[config.mk]
export PLATFORM = sky130hd
export DESIGN_NAME = uart_tx_ctrl
export DESIGN_NICKNAME = d
export VERILOG_FILES = /design/src/rtl/uart_tx_ctrl.sv
export SDC_FILE = /design/constraint.sdc
export NUM_CORES = 1
export LEC_CHECK = 0
export ABC_AREA = 1
export CORE_MARGIN = 1
export CORE_UTILIZATION = 45
export DETAILED_ROUTE_END_ITERATION = 16
export DONT_BUFFER_PORTS = 1
export GPL_TIMING_DRIVEN = 0
export PLACE_DENSITY = 0.58
export SYNTH_ARGS = -nofsm -noshare
export SYNTH_HDL_FRONTEND = slang
export SYNTH_SLANG_ARGS = --single-unit
[constraint.sdc]
create_clock -name clk -period 1.4 [get_ports clk]
set_input_delay 0.28 -clock clk [delete_from_list [all_inputs] [get_ports clk]]
set_output_delay 0.28 -clock clk [all_outputs]
set_load 0.02 [all_outputs]
[src/rtl/uart_tx_ctrl.sv]
// UART transmit sequencer: accepts a word on valid/ready and serialises it as start, data LSB-first, stop.
// Define UART_TX_PARITY_EN to insert a parity bit (sense set by PARITY_ODD) between data and stop.
module uart_tx_ctrl #(
    parameter int unsigned WIDTH      = 8,
    parameter int unsigned CLK_DIV    = 4,
    parameter int unsigned PARITY_ODD = 0
) (
    input  logic             clk,
    input  logic             reset,
    input  logic [WIDTH-1:0] data,
    input  logic             valid,
    output logic             ready,
    output logic             tx,
    output logic             busy
);

    localparam int unsigned BAUD_W = (CLK_DIV > 1) ? $clog2(CLK_DIV) : 1;
    localparam int unsigned BIT_W  = $clog2(WIDTH + 1);

    if (CLK_DIV < 2 || CLK_DIV > 65535 || PARITY_ODD > 1) begin : g_bad_param
        $error("uart_tx_ctrl: CLK_DIV must be 2..65535 and PARITY_ODD 0 or 1");
    end

    typedef enum logic [2:0] {
        IDLE,
        START,
        DATA,
`ifdef UART_TX_PARITY_EN
        PARITY,
`endif
        STOP
    } state_t;

    state_t             state;
    state_t             state_next;
    logic [BAUD_W-1:0]  baud_cnt;
    logic [BIT_W-1:0]   bit_cnt;
    logic [WIDTH-1:0]   shreg;
    logic               baud_end;
    logic               last_bit;
`ifdef UART_TX_PARITY_EN
    logic               parity_bit;
`endif

    assign baud_end = (baud_cnt == BAUD_W'(CLK_DIV - 1));
    assign last_bit = (bit_cnt == BIT_W'(WIDTH - 1));

    always_ff @(posedge clk) begin
        if (reset) begin
            state <= IDLE;
        end else begin
            state <= state_next;
        end
    end

    always_ff @(posedge clk) begin
        if (reset) begin
            baud_cnt <= '0;
            bit_cnt  <= '0;
            shreg    <= '0;
`ifdef UART_TX_PARITY_EN
            parity_bit <= 1'b0;
`endif
        end else if (state == IDLE) begin
            if (valid) begin
                shreg    <= data;
                baud_cnt <= '0;
                bit_cnt  <= '0;
`ifdef UART_TX_PARITY_EN
                parity_bit <= (^data) ^ 1'(PARITY_ODD);
`endif
            end
        end else begin
            if (baud_end) begin
                baud_cnt <= '0;
            end else begin
                baud_cnt <= baud_cnt + 1'b1;
            end
            // Shift and count only at the end of each data bit period.
            if (state == DATA && baud_end) begin
                shreg   <= shreg >> 1;
                bit_cnt <= last_bit ? '0 : bit_cnt + 1'b1;
            end
        end
    end

    always_comb begin
        state_next = state;
        case (state)
            IDLE:    if (valid) state_next = START;
            START:   if (baud_end) state_next = DATA;
            DATA: begin
                if (baud_end && last_bit) begin
`ifdef UART_TX_PARITY_EN
                    state_next = PARITY;
`else
                    state_next = STOP;
`endif
                end
            end
`ifdef UART_TX_PARITY_EN
            PARITY:  if (baud_end) state_next = STOP;
`endif
            STOP:    if (baud_end) state_next = IDLE;
            default: state_next = IDLE;
        endcase
    end

    always_comb begin
        tx    = 1'b1;
        ready = 1'b0;
        busy  = 1'b1;
        case (state)
            IDLE: begin
                ready = 1'b1;
                busy  = 1'b0;
            end
            START:   tx = 1'b0;
            DATA:    tx = shreg[0];
`ifdef UART_TX_PARITY_EN
            PARITY:  tx = parity_bit;
`endif
            STOP:    tx = 1'b1;
            default: begin
                tx    = 1'b1;
                ready = 1'b0;
                busy  = 1'b0;
            end
        endcase
    end

endmodule
Yosys cells after proc, flatten, opt, wreduce, memory -nomap -nowiden
Index checks and enable logic that the tools add are counted.

Eq/ne operators: 9. Muxes and demuxes: 18. $add $sub $neg: 2. Reduce and logical (&&, ||, !) cells: 7.

Operators by type and width (number): 2-to-1 mux 8 bit (3); 2-to-1 mux 4 bit (4); 2-to-1 mux 3 bit (4); case mux 3 bit (4 select lines) (1); == test 3 x 2 -> 1 bit (second input constant) (2); 2-to-1 mux 2 bit (3); != test 2 bit (second input constant) (3); adder 4 x 1 -> 4 bit (second input constant) (1); == test 4 x 3 -> 1 bit (second input constant) (1); AND reduction 4 bit (1); == test 3 x 1 -> 1 bit (second input constant) (1); logical NOT 3 bit (1); OR reduction 3 bit (1); adder 2 x 1 -> 2 bit (second input constant) (1); == test 2 bit (second input constant) (1); logical AND 1 bit (2); 2-to-1 mux 1 bit (2); != test 2 x 1 -> 1 bit (second input constant) (1); case mux 1 bit (2 select lines) (1); AND reduction 2 bit (1); nonzero test 2 bit (1).

Bits in registers: 17. Logic and storage cells: 40. Input port bits: 11.

Logic depth before layout (Yosys ltp)
Depth after elaboration: 4. Gate-level depth with buffers: 9.

Least setup slack after synthesis
Ideal clock, no wire load.

Path type: reg-to-output. Start: register state[0]. End: output tx. Setup slack: -65 ps. Arrival time: 1185 ps. Cell stages (with the launch flop): 4. Cell sequence: dfxtp_1 > inv_1 > ha_1 > o21ai_0.

Word-level cells in the longest chain between the ends: 2. Elaborated cells between the ends (all ways): 3. Those cells by class: eq/ne: 2; mux: 1.

Ends and longest elaborated chain: from (decl) (RTL line 34) `state_t state;`; from (signal assigned) (RTL line 52) `state <= state_next;`; == test 3 x 2 -> 1 bit or == test 3 x 1 -> 1 bit (tied branches) (RTL line 113) `case (state)`; case mux 1 bit (2 select lines) * (RTL line 113); to (decl) (RTL line 13) `output logic tx,`.

Every way passes the cells marked *; elsewhere a longest branch is shown, timed or not.

Final worst setup path
Start: register state[0]. End: register shreg[2].

Word-level cells in the longest chain between the ends: 4. Elaborated cells between the ends (all ways): 7. Those cells by class: eq/ne: 2; mux: 1; reduce/logical: 4.

Ends and longest elaborated chain: == test 3 x 2 -> 1 bit (RTL line 80) `if (state == DATA && baud_end) begin`; logical AND 1 bit (RTL line 80); nonzero test 2 bit (no line); AND reduction 2 bit (no line); to (signal assigned) (RTL line 66) `shreg <= data;`; to (signal assigned) (RTL line 81) `shreg <= shreg >> 1;`; to (decl) (RTL line 38) `logic [WIDTH-1:0] shreg;`.

Parallel ways exist; a longest one is shown, timed or not. A chain may end at the register's enable or synchronous reset.

==> reports/qor_table.md <==
| Metric | This run | Unit |
| --- | --- | --- |
| Die boundary height | 47.51 | µm |
| Worst Path Arrival | 1.58 | ns |
| Ratio of cells with drive above 1 in the final layout | 33.60 | % |
| Cell internal pwr | 1517 | µW |
| Cell count after placement | 144 | - |
| Flip-flop and latch count after synthesis | 16 | - |
| Number of vias in the routed layout | 810 | - |
| Final routed DRC violation total | 0 | - |
| Vias in the first global route | 680 | - |
| Num rows | 16 | - |
| Max FO, Critical Path | 5 | - |
| GRT Util Overall | 18.13 | % |
| DP Worst Slack | -0.1225 | ns |
| Kind of capture point of the worst setup path | flip-flop | - |
| Post-route setup slack | 0.004235 | ns |
| Worst reg2reg path endpoint | shreg[2]$_SDFFE_PP0P_ | - |
| R2R setup slack | 0.004 | ns |
| Post-layout minimum cycle time | 1.396 | ns |
| RePlAce Congestion | 0.7111 | - |
| Logic depth of the worst register-to-register path | 7 | - |
| Area growth, synth to finish | 28.99 | % |
| Hold Path End | bit_cnt[1]$_SDFFE_PP0P_ | - |
| Path type of the worst setup path | reg -> reg | - |
| Cell count after synthesis | 117 | - |
| Result of the run | finished, final reports clean | - |
| Total cell area at the placement stage | 968.4 | µm² |
| Hold-fix buffers, CTS | 0 | - |
| Number of ports placed on the die boundary | 14 | - |
| Type of the tightest min-delay check | in -> reg | - |
| Switching share of power | 44.63 | % |
| Number of pins exceeding their max-slew limit in the final report | 0 | - |
| Pre-antenna DRT Iters | 4 | - |
| Fraction of met1 tracks used by global routing | 21.61 | % |
| Busiest grt layer | met2 | - |
| Post-Layout Cell Count | 152 | - |
| Leakage power summed over all cells | 0.0005452 | µW |
| Worst-margin pin slew | 0.2288 | ns |
| Clock tree from TritonCTS | done | - |
| Core area | 0.001962 | mm² |
| Net count of the finished layout | 145 | - |
| Number of design-rule violations left by the first detailed-router iteration | 5 | - |
| Via count normalized by instance count | 5.329 | - |
| Synthesized netlist net count | 135 | - |
| Number of H-tree branching levels | 1 | - |
| Count of different cell masters after synthesis | 20 | - |
| Antenna cell count | 0 | - |
| Buffers added on ports | 0 | - |
| Maximum clock skew at final layout | 0.002328 | ns |
| Total number of clock tree sinks | 16 | - |
| Number of antenna violations at the first check in global routing | 0 | - |
| Routed Antenna Nets | 0 | - |
| Buffers from clock root to sink, at most | 2 | - |
| Die footprint | 0.002257 | mm² |
| Max-cap check violation count | 0 | - |
| Syn. warnings | 0 | - |
| Summed area of non-filler cells in the final layout | 0.001202 | mm² |
| Portion of the clock cycle consumed by the worst path in the final layout | 99.70 | % |
| Most used flip-flop cell after synthesis | dfxtp_1 | - |
| HPWL after detailed placement | 1290 | µm |
| Clock share of power | 8.6 | % |
| Hold Path Stages | 1 | - |
| Root Driver | clkbuf_4 | - |
| Portion of total power attributed to combinational logic | 64.7 | % |
| Global routing met3 resource utilization | 4.906 | % |
| Crit path required time | 1.58 | ns |
| Power density of the placed cells | 2278 | mW/mm² |
| Startpoint of the most critical hold path | reset | - |
| RSZ-0062 raised after global routing | true | - |
| Met2 Usage GRT | 31.78 | % |
| Most common cell after layout, fill and taps aside | nand2_1 | - |
| Worst IR drop on VDD | 1356 | µV |
| Seq pwr share | 26.6 | % |
| Pin count of the biggest net entering global routing | 11 | - |
| Post-synth EDFFs | 0 | - |
| Worst reg2reg path startpoint | state[0]$_SDFFE_PP0P_ | - |
| First-pass GRT wire length | 2863 | µm |
| Final Setup Violations | 0 | - |
| Critical path launch point type | flip-flop | - |
| Share of the yosys chip area belonging to registers | 34.36 | % |
| Switching power of the nets | 1222 | µW |
| Most used cells in the layout excluding fill and tap cells | 31 x nand2_1, 14 x dfxtp_1, 8 x nand3_2 | - |
| Max_slew headroom | 84.69 | % |
| Async set or reset register ratio after synthesis | 0 | % |
| Sum of overflow across all layers after global routing | 0 | - |
| FILL cells | 197 | - |
| Wirelength per Cell | 12.93 | µm |
| Final hold vios | 0 | - |
| Number of CTS-inserted buffers | 3 | - |
| Average cell area after synthesis | 7.967 | µm² |
| Clock Pin Slew Worst Setup and Hold Paths | 0.09 | ns |
| Die Wd | 47.51 | µm |
| Highest Clock Rate | 0.7165 | GHz |
| Synthesized area | 932.1 | µm² |
| Initial Util | 47.51 | % |
| Routed wire length | 1965 | µm |
| Clk_lat worst skew | 0.28 | ns |
kinds of logic after synthesis:
kind of cell / count (synthesis) / synth area share, %
AND/OR/NAND/NOR: 58 / 31.14
flip-flops: 16 / 34.36
buffers and inverters: 16 / 8.456
adder cells (fa/ha/maj): 7 / 9.396
AO/OA/AOI/OAI: 20 / 16.65
sequential cells by signal, indices dropped and copies added (netlist names):
name	count
state	2
shreg	8
baud_cnt	2
bit_cnt	4
cells in the mapped netlist (2+ instances only):
master | number | area, µm²
a21oi_1 | 6 | 30.03
a21oi_2 | 3 | 26.28
buf_2 | 3 | 15.01
buf_6 | 2 | 22.52
dfxtp_1 | 16 | 320.3
ha_1 | 7 | 87.58
inv_1 | 10 | 37.54
nand2_1 | 34 | 127.6
nand3_1 | 5 | 25.02
nand3_2 | 9 | 90.09
nand4_1 | 2 | 12.51
nor2_1 | 6 | 22.52
o211a_1 | 7 | 70.07
power groups by stage:
stage	Sequential, µW	Clock (µW)	Combinational [µW]
after floorplan	667	0	1030
after global placement	681	0	1200
after detailed placement	686	0	1220
after CTS	699	248	1360
after global routing	748	272	1930
final	730	237	1770
cell type report:
class / instances / area [µm²] / area share [%]
buffer: 5 / 57.56 / 4.787
clock buffer: 3 / 22.52 / 1.873
inverter: 11 / 51.30 / 4.266
multi-input combinational: 85 / 624.3 / 51.93
sequential: 16 / 327.8 / 27.26
tap: 27 / 33.78 / 2.810
timing repair buffer: 5 / 85.08 / 7.076
metrics by stage:
stage / util, % / total power [µW] / hold WS, ns / TNS [ns]
finish: 61.29 / 2739 / 0.04554 / 0
global route: 61.29 / 2947 / 0.02365 / -0.2575
CTS: 52.93 / 2309 / 0.03944 / -0.01750
detailed placement: 49.36 / 1909 / 0.3442 / -1.110
global placement: 49.36 / 1886 / 0.3451 / -0.8644
floorplan: - / 1695 / 0.3424 / 0
critical path: stages (launching register included):
cell,delay (ns)
dfxtp_4,0.40
inv_6,0.05
ha_4,0.18
buf_12,0.13
nand3_4,0.10
nand2_8,0.08
clkbuf_16,0.16
o211a_1,0.19
layer usage:
| metal | part of all wire [%] | wire length, µm |
|---|---|---|
| met4 | 1.6 | 31 |
| met2 | 51 | 1000 |
| met3 | 3.1 | 61 |
| met5 | 0 | 0 |
| met1 | 44 | 872 |
worst max path at each step:
stage,start,endpoint,slack [ns],depth (start not counted)
2_1_floorplan,state[0]$_SDFFE_PP0P_,shreg[0]$_SDFFE_PP0P_,0.06,8
3_3_place_gp,state[0]$_SDFFE_PP0P_,bit_cnt[3]$_SDFFE_PP0P_,-0.08,7
4_1_cts,state[0]$_SDFFE_PP0P_,tx,-0.02,3
6_report,state[0]$_SDFFE_PP0P_,shreg[2]$_SDFFE_PP0P_,0.004,7
5_1_grt,state[0]$_SDFFE_PP0P_,tx,-0.04,4
3_5_place_dp,state[0]$_SDFFE_PP0P_,bit_cnt[3]$_SDFFE_PP0P_,-0.12,7
timing repair:
action,4_1_cts,5_1_grt
resized for setup,13,20
gates cloned,0,2
pin swaps,2,6
setup buffers,0,3
setup endpoints to repair,16,16
No activity file was read; power rests on OpenSTA's default activity.
